<file path="src/rtl/id_exe_stage_reg.sv">
// ID/EXE pipeline register: control word, operands and immediates with freeze, flush and kill handling.
// Optional FORWARDING_EN macro adds src1/src2 register-number passthrough for the forwarding unit.
module id_exe_stage_reg #(
  parameter int unsigned DATA_W = 32
) (
  input  logic              clk,
  input  logic              rst_n,
  input  logic              freeze,
  input  logic              flush,
  input  logic [8:0]        ctrl_in,
  input  logic              cond_pass,
  input  logic              valid_in,
  input  logic [DATA_W-1:0] pc_in,
  input  logic [DATA_W-1:0] val_rn_in,
  input  logic [DATA_W-1:0] val_rm_in,
  input  logic              imm_in,
  input  logic [11:0]       shift_operand_in,
  input  logic [23:0]       simm24_in,
  input  logic [3:0]        dest_in,
  input  logic [3:0]        status_in,
`ifdef FORWARDING_EN
  input  logic [3:0]        src1_in,
  input  logic [3:0]        src2_in,
  output logic [3:0]        src1_out,
  output logic [3:0]        src2_out,
`endif
  output logic [3:0]        alu_cmd_out,
  output logic              mem_read_out,
  output logic              mem_write_out,
  output logic              reg_write_out,
  output logic              branch_out,
  output logic              s_out,
  output logic              valid_out,
  output logic [DATA_W-1:0] pc_out,
  output logic [DATA_W-1:0] val_rn_out,
  output logic [DATA_W-1:0] val_rm_out,
  output logic              imm_out,
  output logic [11:0]       shift_operand_out,
  output logic [23:0]       simm24_out,
  output logic [3:0]        dest_out,
  output logic [3:0]        status_out
);

  logic [3:0]        alu_cmd_q, alu_cmd_d;
  logic              mem_read_q, mem_read_d;
  logic              mem_write_q, mem_write_d;
  logic              reg_write_q, reg_write_d;
  logic              branch_q, branch_d;
  logic              s_q, s_d;
  logic              valid_q, valid_d;
  logic [DATA_W-1:0] pc_q, pc_d;
  logic [DATA_W-1:0] val_rn_q, val_rn_d;
  logic [DATA_W-1:0] val_rm_q, val_rm_d;
  logic              imm_q, imm_d;
  logic [11:0]       shift_q, shift_d;
  logic [23:0]       simm24_q, simm24_d;
  logic [3:0]        dest_q, dest_d;
  logic [3:0]        status_q, status_d;
`ifdef FORWARDING_EN
  logic [3:0]        src1_q, src1_d;
  logic [3:0]        src2_q, src2_d;
`endif

  logic kill;
  assign kill = ~valid_in | ~cond_pass;

  always_comb begin
    alu_cmd_d   = alu_cmd_q;
    mem_read_d  = mem_read_q;
    mem_write_d = mem_write_q;
    reg_write_d = reg_write_q;
    branch_d    = branch_q;
    s_d         = s_q;
    valid_d     = valid_q;
    pc_d        = pc_q;
    val_rn_d    = val_rn_q;
    val_rm_d    = val_rm_q;
    imm_d       = imm_q;
    shift_d     = shift_q;
    simm24_d    = simm24_q;
    dest_d      = dest_q;
    status_d    = status_q;
`ifdef FORWARDING_EN
    src1_d      = src1_q;
    src2_d      = src2_q;
`endif
    if (flush) begin
      // Only control/valid are squashed; data fields are left untouched.
      alu_cmd_d   = '0;
      mem_read_d  = 1'b0;
      mem_write_d = 1'b0;
      reg_write_d = 1'b0;
      branch_d    = 1'b0;
      s_d         = 1'b0;
      valid_d     = 1'b0;
    end else if (!freeze) begin
      pc_d     = pc_in;
      val_rn_d = val_rn_in;
      val_rm_d = val_rm_in;
      imm_d    = imm_in;
      shift_d  = shift_operand_in;
      simm24_d = simm24_in;
      dest_d   = dest_in;
      status_d = status_in;
`ifdef FORWARDING_EN
      src1_d   = src1_in;
      src2_d   = src2_in;
`endif
      alu_cmd_d = ctrl_in[8:5];
      if (kill) begin
        // A condition-failed instruction stays valid but loses every side effect.
        mem_read_d  = 1'b0;
        mem_write_d = 1'b0;
        reg_write_d = 1'b0;
        branch_d    = 1'b0;
        s_d         = 1'b0;
        valid_d     = valid_in;
      end else begin
        mem_read_d  = ctrl_in[4];
        mem_write_d = ctrl_in[3];
        reg_write_d = ctrl_in[2];
        branch_d    = ctrl_in[1];
        s_d         = ctrl_in[0];
        valid_d     = 1'b1;
      end
    end
  end

  always_ff @(posedge clk or negedge rst_n) begin
    if (!rst_n) begin
      alu_cmd_q   <= '0;
      mem_read_q  <= 1'b0;
      mem_write_q <= 1'b0;
      reg_write_q <= 1'b0;
      branch_q    <= 1'b0;
      s_q         <= 1'b0;
      valid_q     <= 1'b0;
      pc_q        <= '0;
      val_rn_q    <= '0;
      val_rm_q    <= '0;
      imm_q       <= 1'b0;
      shift_q     <= '0;
      simm24_q    <= '0;
      dest_q      <= '0;
      status_q    <= '0;
`ifdef FORWARDING_EN
      src1_q      <= '0;
      src2_q      <= '0;
`endif
    end else begin
      alu_cmd_q   <= alu_cmd_d;
      mem_read_q  <= mem_read_d;
      mem_write_q <= mem_write_d;
      reg_write_q <= reg_write_d;
      branch_q    <= branch_d;
      s_q         <= s_d;
      valid_q     <= valid_d;
      pc_q        <= pc_d;
      val_rn_q    <= val_rn_d;
      val_rm_q    <= val_rm_d;
      imm_q       <= imm_d;
      shift_q     <= shift_d;
      simm24_q    <= simm24_d;
      dest_q      <= dest_d;
      status_q    <= status_d;
`ifdef FORWARDING_EN
      src1_q      <= src1_d;
      src2_q      <= src2_d;
`endif
    end
  end

  assign alu_cmd_out       = alu_cmd_q;
  assign mem_read_out      = mem_read_q;
  assign mem_write_out     = mem_write_q;
  assign reg_write_out     = reg_write_q;
  assign branch_out        = branch_q;
  assign s_out             = s_q;
  assign valid_out         = valid_q;
  assign pc_out            = pc_q;
  assign val_rn_out        = val_rn_q;
  assign val_rm_out        = val_rm_q;
  assign imm_out           = imm_q;
  assign shift_operand_out = shift_q;
  assign simm24_out        = simm24_q;
  assign dest_out          = dest_q;
  assign status_out        = status_q;
`ifdef FORWARDING_EN
  assign src1_out          = src1_q;
  assign src2_out          = src2_q;
`endif

endmodule

</file>
<file path="config.mk">
export PLATFORM = sky130hd
export DESIGN_NAME = id_exe_stage_reg
export DESIGN_NICKNAME = d
export VERILOG_FILES = /design/src/rtl/id_exe_stage_reg.sv
export SDC_FILE = /design/constraint.sdc
export NUM_CORES = 1
export LEC_CHECK = 0
export ABC_AREA = 1
export CORE_ASPECT_RATIO = 1.5
export CORE_MARGIN = 1.5
export CORE_UTILIZATION = 40
export DETAILED_ROUTE_END_ITERATION = 8
export PLACE_DENSITY = 0.86
export SYNTH_ARGS = -nofsm -noshare
export SYNTH_HDL_FRONTEND = slang
export SYNTH_SLANG_ARGS = --single-unit
</file>
<file path="constraint.sdc">
create_clock -name clk -period 0.8 [get_ports clk]
set_input_delay 0.16 -clock clk [delete_from_list [all_inputs] [get_ports clk]]
set_output_delay 0.16 -clock clk [all_outputs]
set_load 0.05 [all_outputs]
</file>
==> flow_summary_export.csv <==
group,metric,value,unit
status,outcome,"finished, violations left",
status,failed_checks,"setup timing",
pwr,vdd_drop_max,0.00152,V
synth,ys_types,11,
critical_path,critPathTopFamily,"flip-flops",
critical_path,arrival,1.04,ns
grt,grt_max_degree,74,
critical_path,cp_slowest_cell,"dfrtp_1",
critical_path,r2r_slack,-0.18,ns
floorplan,io_pins,307,
placed_design,pre_cts_slack,-0.368,ns
cts,cts.sinks,151,
grt,globalRouteOverflowTotal,0,
route,vias_per_cell,5.13,
route,drt_iter0_drc,300,
floorplan,die_h,153,um
grt,grt_usage,0.285,
floorplan,rows,54,
critical_path,setup.worst_path.class,"flip-flop to primary output",
critical_path,crit_chain,"buf_12",
sta,finalWorstSetupSlack,-0.403,ns
cts,htreeDepth,4,
sta,rsz0062_at_grt,"yes",
finish,antenna_cells,0,
pwr,comb_power_share,0.360,
route,drtAntennaViolNets,0,
critical_path,crit_path_max_fanout,2,
sta,slew-limit-headroom,0.645,
cts,cts_root_buf,"clkbuf_16",
synth,synthTopCellsByArea,"dfrtp_1 63%, nand2_1 19%, o21ai_0 12%, buf_6 2.1%, clkbuf_1 1.8%",
hold_path,hold_depth,4,
finish,nets,1144,
route,wl_per_cell,18.6,um
placed_design,hpwl,15400,um
route,drt_pass1_iterations,5,
finish,final_common_cell,"nand2_1",
run,maxCapViolCount,0,
finish,area_growth,98.3,%
sta,setup_viol,155,
critical_path,r2r_cells,4,
critical_path,path_buf_inv,1,
sta,final.period_utilization,1.50,
finish,final_layout_size_suffix_gt1_frac,0.262,
route,drcViolationCount,0,
synth,synth_area,5970,um2
cts,cts_max_path_buffers,2,
critical_path,end_kind,"primary output",
sta,hold_viol,0,
placed_design,place_inst,1135,
cts,numCtsBuffers,17,
pwr,seq_power_share,0.343,
pwr,p_switching,9.49,mW
finish,post-route-util,0.811,
grt,grt_pass1_wl,33800,um
grt,grt_pass1_vias,6529,
cts,clk_latency,0.42,ns
hold_path,min_path_type,"input pin to flip-flop",
synth,ys_ff_latch,151,
critical_path,r2r-end,"val_rm_out[18]$_DFFE_PN0P_",
critical_path,start_kind,"flip-flop",
critical_path,critPathMaxStageDelay,0.45,ns
pwr,power_density,2360,nW/um2
synth,syn_area_per_cell,9.08,um2
route,num_vias,6142,
floorplan,start_util,0.409,
finish,fin_cells,1197,
critical_path,reg2reg_from,"val_rm_out[18]$_DFFE_PN0P_",
sta,final.setup.tns,-52.71,ns
sta,fmax,0.831,GHz
synth,synthesis.nets,813,
pwr,p_int,18.4,mW
floorplan,die_x,103,um
sta,hold_ws,0.139,ns
synth,yosys.area.top_type,"dfrtp_1",
grt,antenna_found_initial,0,
route,totalWireLength,22300,um
synth,syn_inst,657,
sta,fin_skew,0,ns
synth,seq_area_frac_synth,0.633,
synth,yosysWarningCount,0,
sta,tightest_slew,0.532,ns
sta,finalMaxSlewViolations,0,
synth,yosysTopAreaCellShare,0.633,
floorplan,core,14600,um2
critical_path,worst_ep_required_time,0.64,ns
placed_design,io_buffers,306,
hold_path,whs_endpoint,"pc_out[14]$_DFFE_PN0P_",
hold_path,min_from,"freeze",
finish,layout_common_cells,"302 x nand2_1, 163 x buf_12, 152 x clkdlybuf4s50_1",
pwr,netSwitchingFraction,0.340,
placed_design,gp_congestion,0.826,
pwr,power_leakage,5.61,nW
sta,finalCriticalPeriod,1.20,ns
cts,cts_tree,"yes",
floorplan,dieArea,15700,um2
pwr,clkPwrFrac,0.297,
cts,path_clk_slew,0.06,ns
[power by group through the flow]
| stage | logic (mW) | clock network (mW) | registers, mW |
|---|---|---|---|
| 2_1_floorplan | 1.04 | 0 | 12.3 |
| 3_3_place_gp | 9.45 | 0 | 9.60 |
| 3_5_place_dp | 9.63 | 0 | 9.68 |
| 4_1_cts | 9.82 | 8.40 | 9.55 |
| 5_1_grt | 10.4 | 8.77 | 9.67 |
| 6_report | 10.0 | 8.29 | 9.58 |
[cells by family (layout without fill, tap and decap cells)]
family | after synthesis | in the layout | synth area share
flops | 151 | 151 | 0.633
compound gates | 141 | 141 | 0.118
simple gates | 315 | 315 | 0.201
buf+inv | 50 | 394 | 0.0476
[cell usage after synthesis]
library cell	count
nor2_4	1
clkbuf_1	28
buf_2	8
buf_6	11
nand2_1	308
nand3_1	5
o21ai_0	141
inv_1	2
dfrtp_1	151
nor2_2	1
buf_4	1
[final cells by class]
| type | count | area, um2 |
|---|---|---|
| multi-input cells | 456 | 2000 |
| fillers | 807 | 2760 |
| repair buffers | 360 | 5200 |
| inverters | 2 | 7.51 |
| well taps | 196 | 245 |
| clock inverters | 12 | 169 |
| clock buffers | 20 | 437 |
| flip-flops and latches | 151 | 3780 |
[registers in the layout, indices dropped and copies added, names as in the netlist]
name	flops
val_rm_out	32
mem_read_out	1
branch_out	1
simm24_out	24
reg_write_out	1
dest_out	4
shift_operand_out	12
imm_out	1
status_out	4
alu_cmd_out	4
s_out	1
valid_out	1
mem_write_out	1
pc_out	32
val_rn_out	32
[timing repair]
action	in CTS	in global routing
setup buffers	17	12
setup endpoints to repair	151	203
gates resized for setup	9	54
hold buffers	1	0
pin swaps	0	18
hold endpoints to repair	151	0
[layer usage]
| layer | part of all wire | up-vias | track usage | wire [um] |
|---|---|---|---|---|
| li1 | - | 2766 | - | - |
| met1 | 0.33 | 2980 | 0.292 | 7350 |
| met2 | 0.54 | 314 | 0.506 | 12100 |
| met3 | 0.076 | 82 | 0.0894 | 1680 |
| met4 | 0.050 | 0 | 0.143 | 1110 |
| met5 | 0 | - | 0 | 0 |
[worst max-delay path by stage]
stage / slack, ns / cells after the start / start / to
after floorplan: -0.18 / 7 / flush / pc_out[0]$_DFFE_PN0P_
after detailed placement: -0.37 / 4 / freeze / val_rm_out[16]$_DFFE_PN0P_
final: -0.40 / 1 / val_rm_out[18]$_DFFE_PN0P_ / val_rm_out[18]
after global routing: -0.43 / 1 / val_rm_out[18]$_DFFE_PN0P_ / val_rm_out[18]
after CTS: -0.39 / 1 / valid_out$_DFFE_PN0P_ / valid_out
after global placement: -0.31 / 4 / freeze / val_rn_out[19]$_DFFE_PN0P_
[stage by stage]
step	power [mW]	area (um2)
2_1_floorplan	13.4	5980
3_3_place_gp	19.1	10800
3_5_place_dp	19.3	10800
4_1_cts	27.8	11600
5_1_grt	28.9	11800
6_report	27.9	11800
(Power assumes the default switching activity.)
